===== src/rtl/mem_access_unit.sv =====
// MEM-stage load/store unit: decodes byte/half/word loads and stores, issues one aligned bus request per access.
// Stalls the pipeline from accept through the ack (or timeout) cycle; result or bus error is presented in the DONE cycle.
module mem_access_unit #(
    parameter int ADDR_WIDTH = 32,
    parameter int TIMEOUT    = 16,
    parameter bit BIG_ENDIAN = 1'b0
) (
    input  logic                  clk,
    input  logic                  reset,
    input  logic                  valid,
    input  logic [31:0]           instruction,
    input  logic [ADDR_WIDTH-1:0] addr,
    input  logic [31:0]           store_data,
    output logic                  stall,
    output logic [31:0]           load_data,
    output logic                  load_valid,
    output logic                  exc_misaligned,
    output logic                  exc_bus,
    output logic                  mem_req,
    output logic                  mem_we,
    output logic [ADDR_WIDTH-1:0] mem_addr,
    output logic [3:0]            mem_be,
    output logic [31:0]           mem_wdata,
    input  logic [31:0]           mem_rdata,
    input  logic                  mem_ack
);

    localparam int CNT_W = $clog2(TIMEOUT);
    localparam logic [CNT_W-1:0] CNT_LAST = CNT_W'(TIMEOUT - 1);

    localparam logic [5:0] OP_LB  = 6'h20;
    localparam logic [5:0] OP_LH  = 6'h21;
    localparam logic [5:0] OP_LW  = 6'h23;
    localparam logic [5:0] OP_LBU = 6'h24;
    localparam logic [5:0] OP_LHU = 6'h25;
    localparam logic [5:0] OP_SB  = 6'h28;
    localparam logic [5:0] OP_SH  = 6'h29;
    localparam logic [5:0] OP_SW  = 6'h2B;

    typedef enum logic [1:0] {
        S_IDLE,
        S_WAIT,
        S_DONE
    } state_t;

    typedef enum logic [1:0] {
        SZ_B,
        SZ_H,
        SZ_W
    } size_t;

    state_t                  state_q, state_d;
    logic [CNT_W-1:0]        cnt_q, cnt_d;
    logic                    req_q, req_d;
    logic                    we_q, we_d;
    logic [ADDR_WIDTH-1:0]   addr_q, addr_d;
    logic [3:0]              be_q, be_d;
    logic [31:0]             wdata_q, wdata_d;
    logic                    store_q, store_d;
    logic                    uns_q, uns_d;
    size_t                   size_q, size_d;
    logic [1:0]              off_q, off_d;
    logic [31:0]             load_data_q, load_data_d;
    logic                    load_valid_q, load_valid_d;
    logic                    exc_bus_q, exc_bus_d;

    logic [5:0]  opcode;
    logic        dec_mem;
    logic        dec_store;
    logic        dec_uns;
    size_t       dec_size;
    logic        misaligned;
    logic        op_live;
    logic        accept;
    logic [3:0]  be_le;
    logic [3:0]  be_new;
    logic [31:0] wdata_new;

    logic [1:0]  rd_lane;
    logic        rd_hsel;
    logic [7:0]  rd_byte;
    logic [15:0] rd_half;
    logic [31:0] rd_ext;

    logic        unused_instr;

    assign opcode       = instruction[31:26];
    assign unused_instr = ^instruction[25:0];

    always_comb begin
        dec_mem   = 1'b1;
        dec_store = 1'b0;
        dec_uns   = 1'b0;
        dec_size  = SZ_W;
        case (opcode)
            OP_LB:   dec_size = SZ_B;
            OP_LH:   dec_size = SZ_H;
            OP_LW:   dec_size = SZ_W;
            OP_LBU: begin
                dec_size = SZ_B;
                dec_uns  = 1'b1;
            end
            OP_LHU: begin
                dec_size = SZ_H;
                dec_uns  = 1'b1;
            end
            OP_SB: begin
                dec_size  = SZ_B;
                dec_store = 1'b1;
            end
            OP_SH: begin
                dec_size  = SZ_H;
                dec_store = 1'b1;
            end
            OP_SW:   dec_store = 1'b1;
            default: dec_mem = 1'b0;
        endcase
    end

    assign misaligned = ((dec_size == SZ_H) && addr[0]) ||
                        ((dec_size == SZ_W) && (addr[1:0] != 2'b00));

    // Only an IDLE, out-of-reset cycle looks at the pipeline's valid.
    assign op_live        = !reset && valid && dec_mem && (state_q == S_IDLE);
    assign exc_misaligned = op_live && misaligned;
    assign accept         = op_live && !misaligned;

    always_comb begin
        be_le     = 4'b1111;
        wdata_new = store_data;
        case (dec_size)
            SZ_B: begin
                be_le     = 4'b0001 << addr[1:0];
                wdata_new = {4{store_data[7:0]}};
            end
            SZ_H: begin
                be_le     = addr[1] ? 4'b1100 : 4'b0011;
                wdata_new = {2{store_data[15:0]}};
            end
            default: begin
                be_le     = 4'b1111;
                wdata_new = store_data;
            end
        endcase
    end

    assign be_new = BIG_ENDIAN ? {be_le[0], be_le[1], be_le[2], be_le[3]} : be_le;

    // Big-endian places byte offset k on lane 3-k, i.e. the inverted offset.
    assign rd_lane = BIG_ENDIAN ? ~off_q : off_q;
    assign rd_hsel = BIG_ENDIAN ? ~off_q[1] : off_q[1];
    assign rd_byte = mem_rdata[{rd_lane, 3'b000} +: 8];
    assign rd_half = mem_rdata[{rd_hsel, 4'b0000} +: 16];

    always_comb begin
        rd_ext = mem_rdata;
        case (size_q)
            SZ_B:    rd_ext = uns_q ? {24'h000000, rd_byte} : {{24{rd_byte[7]}}, rd_byte};
            SZ_H:    rd_ext = uns_q ? {16'h0000, rd_half} : {{16{rd_half[15]}}, rd_half};
            default: rd_ext = mem_rdata;
        endcase
    end

    always_comb begin
        state_d      = state_q;
        cnt_d        = cnt_q;
        req_d        = req_q;
        we_d         = we_q;
        addr_d       = addr_q;
        be_d         = be_q;
        wdata_d      = wdata_q;
        store_d      = store_q;
        uns_d        = uns_q;
        size_d       = size_q;
        off_d        = off_q;
        load_data_d  = load_data_q;
        load_valid_d = 1'b0;
        exc_bus_d    = 1'b0;
        case (state_q)
            S_IDLE: begin
                if (accept) begin
                    state_d = S_WAIT;
                    cnt_d   = '0;
                    req_d   = 1'b1;
                    we_d    = dec_store;
                    addr_d  = {addr[ADDR_WIDTH-1:2], 2'b00};
                    be_d    = be_new;
                    wdata_d = wdata_new;
                    store_d = dec_store;
                    uns_d   = dec_uns;
                    size_d  = dec_size;
                    off_d   = addr[1:0];
                end
            end
            S_WAIT: begin
                cnt_d = cnt_q + 1'b1;
                // An ack on the last allowed cycle still completes normally.
                if (mem_ack) begin
                    state_d = S_DONE;
                    req_d   = 1'b0;
                    we_d    = 1'b0;
                    if (!store_q) begin
                        load_valid_d = 1'b1;
                        load_data_d  = rd_ext;
                    end
                end else if (cnt_q == CNT_LAST) begin
                    state_d   = S_DONE;
                    req_d     = 1'b0;
                    we_d      = 1'b0;
                    exc_bus_d = 1'b1;
                end
            end
            S_DONE: begin
                state_d = S_IDLE;
                cnt_d   = '0;
            end
            default: state_d = S_IDLE;
        endcase
    end

    always_ff @(posedge clk) begin
        if (reset) begin
            state_q      <= S_IDLE;
            cnt_q        <= '0;
            req_q        <= 1'b0;
            we_q         <= 1'b0;
            addr_q       <= '0;
            be_q         <= 4'b0000;
            wdata_q      <= 32'h0;
            store_q      <= 1'b0;
            uns_q        <= 1'b0;
            size_q       <= SZ_B;
            off_q        <= 2'b00;
            load_data_q  <= 32'h0;
            load_valid_q <= 1'b0;
            exc_bus_q    <= 1'b0;
        end else begin
            state_q      <= state_d;
            cnt_q        <= cnt_d;
            req_q        <= req_d;
            we_q         <= we_d;
            addr_q       <= addr_d;
            be_q         <= be_d;
            wdata_q      <= wdata_d;
            store_q      <= store_d;
            uns_q        <= uns_d;
            size_q       <= size_d;
            off_q        <= off_d;
            load_data_q  <= load_data_d;
            load_valid_q <= load_valid_d;
            exc_bus_q    <= exc_bus_d;
        end
    end

    assign stall      = accept || (!reset && (state_q == S_WAIT));
    assign mem_req    = req_q;
    assign mem_we     = we_q;
    assign mem_addr   = addr_q;
    assign mem_be     = be_q;
    assign mem_wdata  = wdata_q;
    assign load_data  = load_data_q;
    assign load_valid = load_valid_q;
    assign exc_bus    = exc_bus_q;

endmodule


===== config.mk =====
export PLATFORM = sky130hd
export DESIGN_NAME = mem_access_unit
export DESIGN_NICKNAME = d
export VERILOG_FILES = /design/src/rtl/mem_access_unit.sv
export SDC_FILE = /design/constraint.sdc
export NUM_CORES = 1
export LEC_CHECK = 0
export ABC_AREA = 1
export CAP_MARGIN = 20
export CORE_MARGIN = 1
export CORE_UTILIZATION = 41
export DETAILED_ROUTE_END_ITERATION = 16
export PLACE_DENSITY_LB_ADDON = 0.25
export SETUP_SLACK_MARGIN = 0.4
export SLEW_MARGIN = 30
export SYNTH_ARGS = -nofsm -noshare
export SYNTH_HDL_FRONTEND = slang
export SYNTH_SLANG_ARGS = --single-unit
export TNS_END_PERCENT = 1

===== constraint.sdc =====
create_clock -name clk -period 1.9 [get_ports clk]
set_input_delay 0.285 -clock clk [delete_from_list [all_inputs] [get_ports clk]]
set_output_delay 0.285 -clock clk [all_outputs]
set_load 0.01 [all_outputs]

# Word-level counts from Yosys, hierarchy flattened
# Index checks and enable logic that the tools add are counted.
# word_totals
regBits,114
in_bits,132
output_inout_bits,106
word_cells,91
# op_classes
add_sub_neg,1
n_eq_ne,16
shift,3
muxes,24
bitwise,3
n_reduce_logical,30
# ops
operator,count
$pmux W32 S2,2
$mux W32,2
$eq A6 B6 Y1 const B,8
$shiftx A32 B6 Y16,1
$shiftx A32 B6 Y8,1
$reduce_or A3 Y1,5
$pmux W4 S3,1
$mux W1,9
$logic_and A1 B1 Y1,8
$mux W4,2
$pmux W2 S2,2
$pmux W4 S2,1
$reduce_or A8 Y1,1
$eq A2 B1 Y1 const B,3
$logic_not A2 Y1,3
$mux W2,3
$reduce_and A2 Y1,3
$reduce_and A3 Y1,2
$add A4 B1 Y4 const B,1
$eq A2 B2 Y1 const B,2
$eq A4 B4 Y1 const B,1
$pmux W1 S2,2
$reduce_bool A2 Y1,2
$shl A1 B2 Y4 const A,1
7 further kinds,11

# Longest topological paths before layout
# depth
word_depth,10
mapped_depth,11
depth_no_buf,9

# Worst setup path before layout
# No wires, ideal clock.
# synth_path
kind,input port to output port
start,in instruction[31]
end,out stall
arrival_time_ns,1.244
path_slack_ns,0.371
path_stages,8
n_path_buf,2
cell_sequence,inv_1 > nor2_4 > nand3_4 > a21oi_2 > nand2_2 > buf_6 > buf_6 > nand2_1
# synth_via
elab_chain_len,9
# synth_rtl
element,line_no,text
"start, declared",11,"input logic [31:0] instruction,"
$eq A6 B6 Y1,95,case (opcode)
$reduce_or A3 Y1 (no source line),n/a,
$pmux W2 S2,95,
$eq A2 B1 Y1 / $eq A2 B2 Y1 (equally long branches),"120, 121",
"$logic_and A1 B1 Y1, on equally long branches","120, 121",
$logic_or A1 B1 Y1,120,assign misaligned = ((dec_size == SZ_H) && addr[0]) ||
$logic_not A1 Y1,126,assign accept = op_live && !misaligned;
$logic_and A1 B1 Y1 *,126,
$logic_or A1 B1 Y1 *,255,assign stall = accept || (!reset && (state_q == S_WAIT));
"end, declared",14,"output logic stall,"
# Every way passes the cells marked *; elsewhere a longest branch is shown, timed or not.

# Worst setup path in the final report
# layout_path
start,reg state_q[0]
end,out stall
# layout_via
elab_chain_len,4
# layout_rtl
element,line_no,text
"start, declared",52,"state_t state_q, state_d;"
"start signal, assigned",238,state_q <= state_d;
$logic_not A2 Y1,124,assign op_live = !reset && valid && dec_mem && (state_q == S_IDLE);
$logic_and A1 B1 Y1,124,
$logic_and A1 B1 Y1,126,
$logic_or A1 B1 Y1 *,255,
# Marks and branches as above.

==> run_results.csv <==
group,metric,value,unit
status,status,"finished clean",
critical_path,crit_top_cell,"nand2_4",
drt,vias_per_cell,5.19,
critical_path,cp_num_buf_inv,1,
global_routing,grt_pass1_wl,25700,µm
clock_tree,h-tree-depth,4,
critical_path,path_class,"flop to primary output",
critical_path,crit_chain,"nor2_4, nand3_4, a21oi_4, nand2_4, nand2_4, buf_6",
yosys,synth_top_area_share,0.451,
timing,whs,0.172,ns
yosys,netlist_top_cells_count,"180 x nand2_1, 114 x dfxtp_1, 96 x a21oi_1",
clock_tree,cts_tree,"yes",
final_layout,drive_gt1_frac,0.106,
placement,hpwl,11300,µm
yosys,synth_area_leaders,"dfxtp_1 45%, nand2_1 13%, a21oi_1 9.5%",
yosys,synthMostInstantiatedCell,"nand2_1",
yosys,synth_top_family_by_area,"compound AO/OA/AOI/OAI gates",
floorplan,die_x,113,µm
critical_path,end_kind,"primary output",
floorplan,ios,238,
final_layout,nFillCells,1003,
yosys,synth_warnings,0,
critical_path,worst_path_largest_cell_delay,0.33,ns
clock_tree,clk_path_buf_depth,2,
floorplan,initial_core_util,0.421,
placement,place_ws,-0.378,ns
global_routing,grt_pass1_vias,5445,
yosys,synth_area,5060,µm²
yosys,synth-edff-count,0,
power_and_ir_drop,powerDensity,723,nW/µm²
clock_tree,cts_hold_buf,0,
yosys,synth_top_area_cell,"dfxtp_1",
clock_tree,clockRootBuffer,"clkbuf_16",
timing,final_max_slew_viol_count,0,
final_layout,nets,1064,
timing,fin_skew,0.00653,ns
yosys,synth-main-ff-cell,"dfxtp_1",
yosys,synth_xor_area_frac,0,
global_routing,antenna_found_initial,2,
clock_tree,cts.clk_slew.worst_paths,0.05,ns
yosys,syn_avg_cell_area,7.16,µm²
floorplan,dieArea,12800,µm²
job,cap_viol_max_count,0,
critical_path,required,1.62,ns
yosys,synth_cell_types,35,
power_and_ir_drop,ir_drop,0.657,mV
timing,setup_ws,0.201,ns
critical_path,crit_family,"simple AND/OR/NAND/NOR gates",
clock_tree,insertion_delay,0.41,ns
clock_tree,cts_buffers,17,
critical_path,critPathSlowestCell,"dfxtp_2",
floorplan,fp.dieH,113,µm
drt,drt_iter0_drc,461,
drt,routed_wl,16200,µm
drt,dr.pass1.iters,5,
yosys,synthArstFlopShare,0,
power_and_ir_drop,p_leak,3.32,nW
final_layout,final_util,0.680,
drt,drc,0,
floorplan,core,12000,µm²
critical_path,cp_data_arrival_time,1.41,ns
timing,finalSetupViolCount,0,
timing,finalHoldViolCount,0,
drt,routedWlPerCell,14.8,µm
global_routing,overflow,0,
global_routing,grt_use_total,0.255,
timing,finalCriticalPeriod,1.70,ns
yosys,synth_compound_area_frac,0.237,
yosys,synthCells,707,
yosys,synth_fa_ha_area_frac,0.00247,
placement,gp_congestion,0.858,
drt,vias,5677,
yosys,synthSimpleGateAreaFrac,0.218,
critical_path,path_max_fanout,3,
placement,portBuffers,209,
drt,final_antenna_net_count,0,
hold_path,min_path_type,"input port to flop",
clock_tree,clkSinkCount,114,
timing,timing.final.crit_share,0.894,
final_layout,area_delta_synth_final,61.3,%
timing,tightest_slew,0.609,ns
yosys,synth_mux_area_frac,0,
timing,fmax,589,MHz
timing,grt_setup_unrepaired,"true",
floorplan,core.rowCount,40,
yosys,synth_seq_area_share,0.451,
yosys,ys_ff_latch,114,
global_routing,grt_max_degree,66,
critical_path,start_kind,"flop",
timing,slew_headroom,0.594,
==> worst register-to-register path, cell delays in order (launching register included) <==
cell and delay (ns):
dfxtp_2 0.34, buf_4 0.12, nand2_1 0.06, buf_4 0.16, nor3_4 0.20, buf_12 0.14
buf_12 0.15, buf_4 0.16, o21ai_0 0.08, a21oi_1 0.16
==> path summary, 6_finish.rpt <==
kind	startpoint	to	slack, ns	cells after the start
max	state_q[0]	stall	0.20	6
min	reset	cnt_q[1]	0.17	4
max reg2reg	state_q[0]	load_data[28]	0.25	9
min reg2reg	mem_wdata[3]	mem_wdata[3]	0.46	2
==> layer usage <==
layer,up-vias,routed length [µm],track usage
met1,2612,6530,0.287
met4,0,423,0.115
met3,33,1310,0.0852
li1,2788,-,-
met5,-,0,0
met2,244,7960,0.438
==> final cells by class <==
| cell class | instances | area (µm²) | share of cell area |
|---|---|---|---|
| Clock inverter | 5 | 50.0 | 0.00613 |
| Multi-Input combinational cell | 489 | 2390 | 0.293 |
| Timing Repair Buffer | 251 | 2510 | 0.308 |
| Tap cell | 147 | 184 | 0.0225 |
| Antenna cell | 2 | 5.00 | 0.000613 |
| Sequential cell | 114 | 2280 | 0.280 |
| Timing Repair inverter | 1 | 5.00 | 0.000613 |
| Clock buffer | 27 | 503 | 0.0616 |
| Inverter | 57 | 226 | 0.0277 |
==> registers in the layout, summed over array words and instances, names as in the netlist <==
register and cells:
cnt_q 4, exc_bus 1, load_data 32, load_valid 1, mem_addr 30, mem_be 4, mem_req 1, mem_wdata 32
mem_we 1, off_q 2, size_q 2, state_q 2, store_q 1, uns_q 1
==> cell families (layout without fill, tap and decap cells) <==
| logic type | Yosys count | in the layout |
|---|---|---|
| buffers and inverters | 105 | 341 |
| other | 1 | 4 |
| adders and majority gates | 1 | 1 |
| DFF | 114 | 114 |
| AOI/OAI and AO/OA | 210 | 210 |
| and+or+nand+nor | 276 | 276 |
==> cells in the final DEF, fill, tap and decap left out, types with 2 or more instances in the layout <==
cell type and count:
buf_2 2, dlygate4sd2_1 5, inv_2 5, o21ai_0 62, a21oi_2 4, clkinv_2 5, nand3_2 2, dfxtp_1 112
clkbuf_16 19, diode_2 2, dfxtp_2 2, nand2_4 2, dlymetal6s2s_1 2, inv_1 49, buf_4 32, a21oi_1 92
nand2_1 178, conb_1 2, buf_6 3, o2111ai_1 7, nand3_1 10, clkbuf_1 6, nand3_4 2, o211ai_1 38
clkbuf_8 4, nor2_4 2, clkdlybuf4s50_1 199, nor2_1 73, buf_12 6
==> per-stage QoR <==
step / total power [mW] / std cells / area [µm²] / TNS [ns]
after floorplan: 2.65 / 708 / 5070 / 0
after global placement: 2.97 / 1054 / 7440 / -18.70
after detailed placement: 2.98 / 1054 / 7440 / -23.04
after CTS: 5.94 / 1087 / 8010 / 0
after global routing: 6.12 / 1093 / 8170 / 0
final: 5.91 / 1093 / 8170 / 0
==> repair_timing <==
item / CTS / global route
setup endpoints to repair: 211 / 214
setup buffers: 1 / 1
gates cloned: 0 / 3
gates resized for setup: 20 / 25
pin swaps: 9 / 5
==> where the power goes <==
part	internal, mW	leakage [nW]	switching (mW)
registers	2.41	0.919	0.00702
clock network	1.92	0.275	1.03
logic	0.300	2.13	0.238
total	4.63	3.32	1.27
No activity file was read; power rests on OpenSTA's default activity.
